<file path="src/rtl/rf_wb_arbiter.sv">
// -----------------------------------------------------------------------------
// rf_wb_arbiter
//   Round-robin arbiter that shares the register file's single write port
//   among NREQ writeback sources (ALU result, load return, mul/div unit).
//   Each source uses a valid/ready handshake. The winning write is registered
//   before it drives the regfile, so the write port timing does not depend on
//   requester logic.
//
// Parameters
//   NREQ  number of writeback requesters (2..8)
//   AW    register address width
//   DW    register data width
//
// Ports
//   clk        in   clock, all state on rising edge
//   rst        in   asynchronous, active-high reset
//   req_valid  in   per-source write request, held until accepted
//   req_ready  out  one-hot accept for the granted source, else 0
//   req_waddr  in   per-source dest register, source i at [i*AW +: AW]
//   req_wdata  in   per-source write data, source i at [i*DW +: DW]
//   rf_we      out  regfile write enable (never asserted for r0)
//   rf_waddr   out  regfile write address
//   rf_wdata   out  regfile write data
//   grant_id   out  source whose write is on rf_* this cycle
// -----------------------------------------------------------------------------
module rf_wb_arbiter #(
  parameter int NREQ = 3,
  parameter int AW   = 5,
  parameter int DW   = 32
) (
  input  logic              clk,
  input  logic              rst,
  input  logic [NREQ-1:0]   req_valid,
  output logic [NREQ-1:0]   req_ready,
  input  logic [NREQ*AW-1:0] req_waddr,
  input  logic [NREQ*DW-1:0] req_wdata,
  output logic              rf_we,
  output logic [AW-1:0]     rf_waddr,
  output logic [DW-1:0]     rf_wdata,
  output logic [2:0]        grant_id
);

  logic [2:0]    rr_ptr_q, rr_ptr_d;
  logic          rf_we_q, rf_we_d;
  logic [AW-1:0] rf_waddr_q, rf_waddr_d;
  logic [DW-1:0] rf_wdata_q, rf_wdata_d;
  logic [2:0]    grant_id_q, grant_id_d;

  logic          found;
  logic [2:0]    winner;
  logic [3:0]    idx;
  logic          accept;
  logic [AW-1:0] sel_waddr;
  logic [DW-1:0] sel_wdata;

  // Scan sources starting at rr_ptr, wrapping modulo NREQ; first valid wins.
  always_comb begin
    // NOTE: every variable gets a default before any conditional assignment,
    // otherwise the paths that skip it would infer a latch.
    found  = 1'b0;
    winner = '0;
    idx    = '0;
    for (int k = 0; k < NREQ; k++) begin
      idx = {1'b0, rr_ptr_q} + 4'(k);
      if (idx >= 4'(NREQ)) idx = idx - 4'(NREQ);
      for (int i = 0; i < NREQ; i++) begin
        if (!found && idx[2:0] == 3'(i) && req_valid[i]) begin
          found  = 1'b1;
          winner = 3'(i);
        end
      end
    end
  end

  // Ready is forced low during reset so nothing is handed off while rst=1.
  always_comb begin
    req_ready = '0;
    for (int i = 0; i < NREQ; i++) begin
      req_ready[i] = !rst && found && (winner == 3'(i));
    end
  end

  assign accept = found && !rst;

  // Select the winner's address/data with a constant-index mux.
  always_comb begin
    sel_waddr = '0;
    sel_wdata = '0;
    for (int i = 0; i < NREQ; i++) begin
      if (winner == 3'(i)) begin
        sel_waddr = req_waddr[i*AW +: AW];
        sel_wdata = req_wdata[i*DW +: DW];
      end
    end
  end

  // Next state: on accept load the write (r0 is accepted but never enabled)
  // and advance the pointer past the winner; otherwise only rf_we drops.
  always_comb begin
    rr_ptr_d   = rr_ptr_q;
    rf_we_d    = 1'b0;
    rf_waddr_d = rf_waddr_q;
    rf_wdata_d = rf_wdata_q;
    grant_id_d = grant_id_q;
    if (accept) begin
      rf_we_d    = (sel_waddr != '0);
      rf_waddr_d = sel_waddr;
      rf_wdata_d = sel_wdata;
      grant_id_d = winner;
      rr_ptr_d   = (winner == 3'(NREQ-1)) ? 3'd0 : winner + 3'd1;
    end
  end

  // Asynchronous reset aborts a write currently on rf_* and drops any write
  // accepted in the same cycle.
  always_ff @(posedge clk or posedge rst) begin
    if (rst) begin
      rr_ptr_q   <= '0;
      rf_we_q    <= 1'b0;
      rf_waddr_q <= '0;
      rf_wdata_q <= '0;
      grant_id_q <= '0;
    end else begin
      // NOTE: sequential state uses non-blocking assignments so every
      // register samples pre-edge values regardless of statement order.
      rr_ptr_q   <= rr_ptr_d;
      rf_we_q    <= rf_we_d;
      rf_waddr_q <= rf_waddr_d;
      rf_wdata_q <= rf_wdata_d;
      grant_id_q <= grant_id_d;
    end
  end

  assign rf_we    = rf_we_q;
  assign rf_waddr = rf_waddr_q;
  assign rf_wdata = rf_wdata_q;
  assign grant_id = grant_id_q;

endmodule

</file>
<file path="config.mk">
export PLATFORM = sky130hd
export DESIGN_NAME = rf_wb_arbiter
export DESIGN_NICKNAME = d
export VERILOG_FILES = /design/src/rtl/rf_wb_arbiter.sv
export SDC_FILE = /design/constraint.sdc
export NUM_CORES = 1
export LEC_CHECK = 0
export ABC_AREA = 1
export BUFFER_PORTS_ARGS = -buffer_cell sky130_fd_sc_hd__buf_2
export CAP_MARGIN = 20
export CORE_ASPECT_RATIO = 0.75
export CORE_MARGIN = 2
export CORE_UTILIZATION = 32
export DETAILED_ROUTE_END_ITERATION = 7
export GPL_TIMING_DRIVEN = 0
export PLACE_DENSITY_LB_ADDON = 0.2
export REMOVE_ABC_BUFFERS = 1
export SETUP_SLACK_MARGIN = 0.5
export SLEW_MARGIN = 0
export SYNTH_ARGS = -nofsm -noshare
export SYNTH_HDL_FRONTEND = slang
export SYNTH_SLANG_ARGS = --single-unit
</file>
<file path="constraint.sdc">
create_clock -name clk -period 7.1 [get_ports clk]
set_input_delay 0 -clock clk [delete_from_list [all_inputs] [get_ports clk]]
set_output_delay 0 -clock clk [all_outputs]
set_load 0.05 [all_outputs]
</file>
==> run_results.csv <==
group,metric,value,unit
status,status,"finished, final reports clean",
synth,ys_warn_count,0,
cts,clock_sinks,43,
worst_setup_path,critical_path.max_stage_delay,0.63,ns
synth,synth_fa_ha_area_frac,0.0370,
worst_setup_path,start_kind,"flop",
route,topRoutingLayerUsed,"met4",
synth,yosys.area.top_type,"dfrtp_1",
timing,final-hold-violation-count,0,
finish,utilization,0.443,
synth,synth_seq_area_share,0.397,
finish,insertedDiodeCount,0,
route,drt_iter0_drc,109,
global_route,first_global_vias,2657,
cts,clock_latency,0.28,ns
power_and_ir_drop,leakage,0.00220,µW
global_route,grt_pass1_wl,12400,µm
floorplanning,initial_core_util,0.324,
worst_setup_path,path_cells,"ha_1 > ha_1 > nand2_1 > o21ai_2 > nand2_1 > nor2_1 > nand2_1 > nor3_1 > nor2_1 > nand2_2 > inv_1 > nor2_1 > nand2_1 > nand4_1 > dlygate4sd3_1",
worst_setup_path,crit_required,7.32,ns
finish,drive_gt1_frac,0.376,
finish,final_cell_mix,"158 x buf_2, 75 x nand2_1, 49 x a21oi_1",
synth,synth-simple-area-share,0.263,
synth,yosys_register_bits,43,
timing,skew,0.00319,ns
timing,drv_slew,0,
cts,cts_tree,"done",
place,placed_area,0.00350,mm²
cts,cts_made_buffers,5,
worst_setup_path,critPathMaxFanout,39,
power_and_ir_drop,peakVddDrop,0.102,mV
cts,cts_setup_buffers,0,
floorplanning,io_pins,160,
route,drc_errors,0,
finish,final_design_area_no_fill,0.00370,mm²
cts,root_buffer,"clkbuf_16",
power_and_ir_drop,p_per_area,151,mW/mm²
timing,tightestPinTransition,0.887,ns
route,viasPerCell,4.69,
timing,relSlewSlack,0.407,
place,port_buffers,158,
synth,synth.distinct_cells,31,
floorplanning,die_w,110,µm
worst_setup_path,worst_path_most_repeated_cell,"nand2_1",
cts,cts_resized,0,
synth,synth_compound_area_frac,0.195,
route,drt-met1-wl,3600,µm
synth,post_synth_mux_area_share,0,
synth,netlist_instances,350,
synth,synthTopCellsByArea,"dfrtp_1 40%, nand2_1 11%, a21oi_1 9.1%, a22oi_1 6.4%, nor2_1 4.7%",
worst_setup_path,critPathArrivalTime,4.28,ns
route,wl,7800,µm
timing,rsz0062_at_grt,"false",
timing,tns,0,ns
timing,setup_violations,0,
global_route,grt_antenna_before_repair,0,
global_route,grt_usage,0.171,
route,wl_per_cell,12.8,µm
global_route,grt-ovfl-total,0,
timing,layout_min_cycle_time,4.07,ns
route,drtAntennaViolNets,0,
synth,synth_xor_area_frac,0.00647,
synth,syn-cell-area,0.00271,mm²
finish,area_delta_synth_final,36.6,%
route,firstDrtPassIters,4,
floorplanning,fp-row-count,29,
cts,cts.path.max_buffers,2,
floorplanning,die_y,83.7,µm
place,hpwlAfterDp,5610,µm
hold_path,worstHoldPathType,"in2reg",
place,place_congestion,0.804,
synth,syn-mean-instance-area,7.74,µm²
timing,fmax,246,MHz
worst_setup_path,end_kind,"flop",
synth,synth_top_area_share,0.397,
route,num_vias,2851,
floorplanning,die-area,0.00922,mm²
job,drv_cap,0,
route,met2_length,3400,µm
worst_setup_path,worst-setup-path-type,"reg2reg",
route,wl_met3,715,µm
cts,holdBufCountCts,3,
cts,clk_pin_slew,0.06,ns
finish,design.final.nets,623,
finish,layout_commonest_cell,"buf_2",
floorplanning,core_area,0.00835,mm²
timing,finalCritPeriodShare,0.573,
cts,htreeDepth,2,
worst_setup_path,cp_slowest_cell,"nand2_2",
global_route,grt_max_degree,43,
synth,synth_top_family_by_area,"simple AND/OR/NAND/NOR gates",
## worst max-delay path, delay by kind of cell (launching register included)
family / cells / cell delay [ns]
buffers and inverters: 2 / 0.81
adder cells (fa/ha/maj): 2 / 0.59
AO/OA/AOI/OAI: 1 / 0.25
AND/OR/NAND/NOR: 10 / 1.84
flip-flops: 1 / 0.49
## registers in the layout (all words and copies together), names as in the netlist
register	cells
grant_id	2
rf_waddr	5
rf_we	1
rr_ptr_q	3
rf_wdata	32
## synthesized netlist by cell type (all sizes together)
| cell | n |
|---|---|
| buf | 20 |
| ha | 8 |
| dfrtp | 43 |
| nor3 | 3 |
| xnor2 | 1 |
| nor2 | 39 |
| a22oi | 23 |
| o21ai | 18 |
| nand3 | 14 |
| o21bai | 1 |
| nand4 | 13 |
| inv | 31 |
| nand3b | 1 |
| nand2 | 82 |
| conb | 1 |
| a21boi | 1 |
| a21oi | 49 |
| xor2 | 1 |
| nor4 | 1 |
## cell families (layout without fill, tap and decap cells)
kind of cell / Yosys count / count (layout)
flops: 43 / 43
fa+ha+maj: 8 / 8
other cells: 1 / 1
buf+inv: 51 / 201
simple gates: 153 / 153
xor+xnor: 2 / 2
compound gates: 92 / 92
## power by group
| part | internal [µW] | total, µW | switching [µW] |
|---|---|---|---|
| sequential | 245 | 245 | 0 |
| clock | 166 | 263 | 97.5 |
| combinational | 29.0 | 50.4 | 21.4 |
## path summary, 6_finish.rpt
check	from	endpoint	slack, ns	cells after the start
setup / recovery	rr_ptr_q[0]$_DFFE_PP0P_	rf_wdata[26]$_DFFE_PP0P_	3.03	15
hold / removal	req_wdata[24]	rf_wdata[24]$_DFFE_PP0P_	0.007	3
setup reg to reg	rr_ptr_q[0]$_DFFE_PP0P_	rf_wdata[26]$_DFFE_PP0P_	3.03	15
hold reg to reg	grant_id[1]$_DFFE_PP0P_	grant_id[1]$_DFFE_PP0P_	0.48	2
max in group asynchronous	rst	rf_waddr[0]$_DFFE_PP0P_	6.27	4
min in group asynchronous	rst	rf_wdata[4]$_DFFE_PP0P_	0.31	3
## final cells by class
cell class              count  area [µm²]
fillers                   823        4650
clock inverters             3        43.8
multi-input cells         256        1360
clock buffers               5         125
repair buffers            162         841
well taps                 108         135
flip-flops and latches     43        1080
inverters                  31         116
## metal layers
layer | vias to the layer above | track usage
met3 | 6 | 0.0429
met4 | 0 | 0.0386
met1 | 1253 | 0.218
met5 | - | 0
li1 | 1470 | -
met2 | 122 | 0.289
## stage by stage
| step | cells | total power (µW) | hold slack [ns] | setup WS, ns |
|---|---|---|---|---|
| after floorplan | 330 | 263 | 0.122 | 3.58 |
| after global placement | 596 | 297 | 0.210 | 2.52 |
| after detailed placement | 597 | 299 | 0.0831 | 3.19 |
| after CTS | 608 | 568 | 0.00164 | 3.06 |
| after global routing | 608 | 585 | 0.0118 | 2.75 |
| final | 608 | 559 | 0.00698 | 3.03 |
No activity file was read; power rests on OpenSTA's default activity.
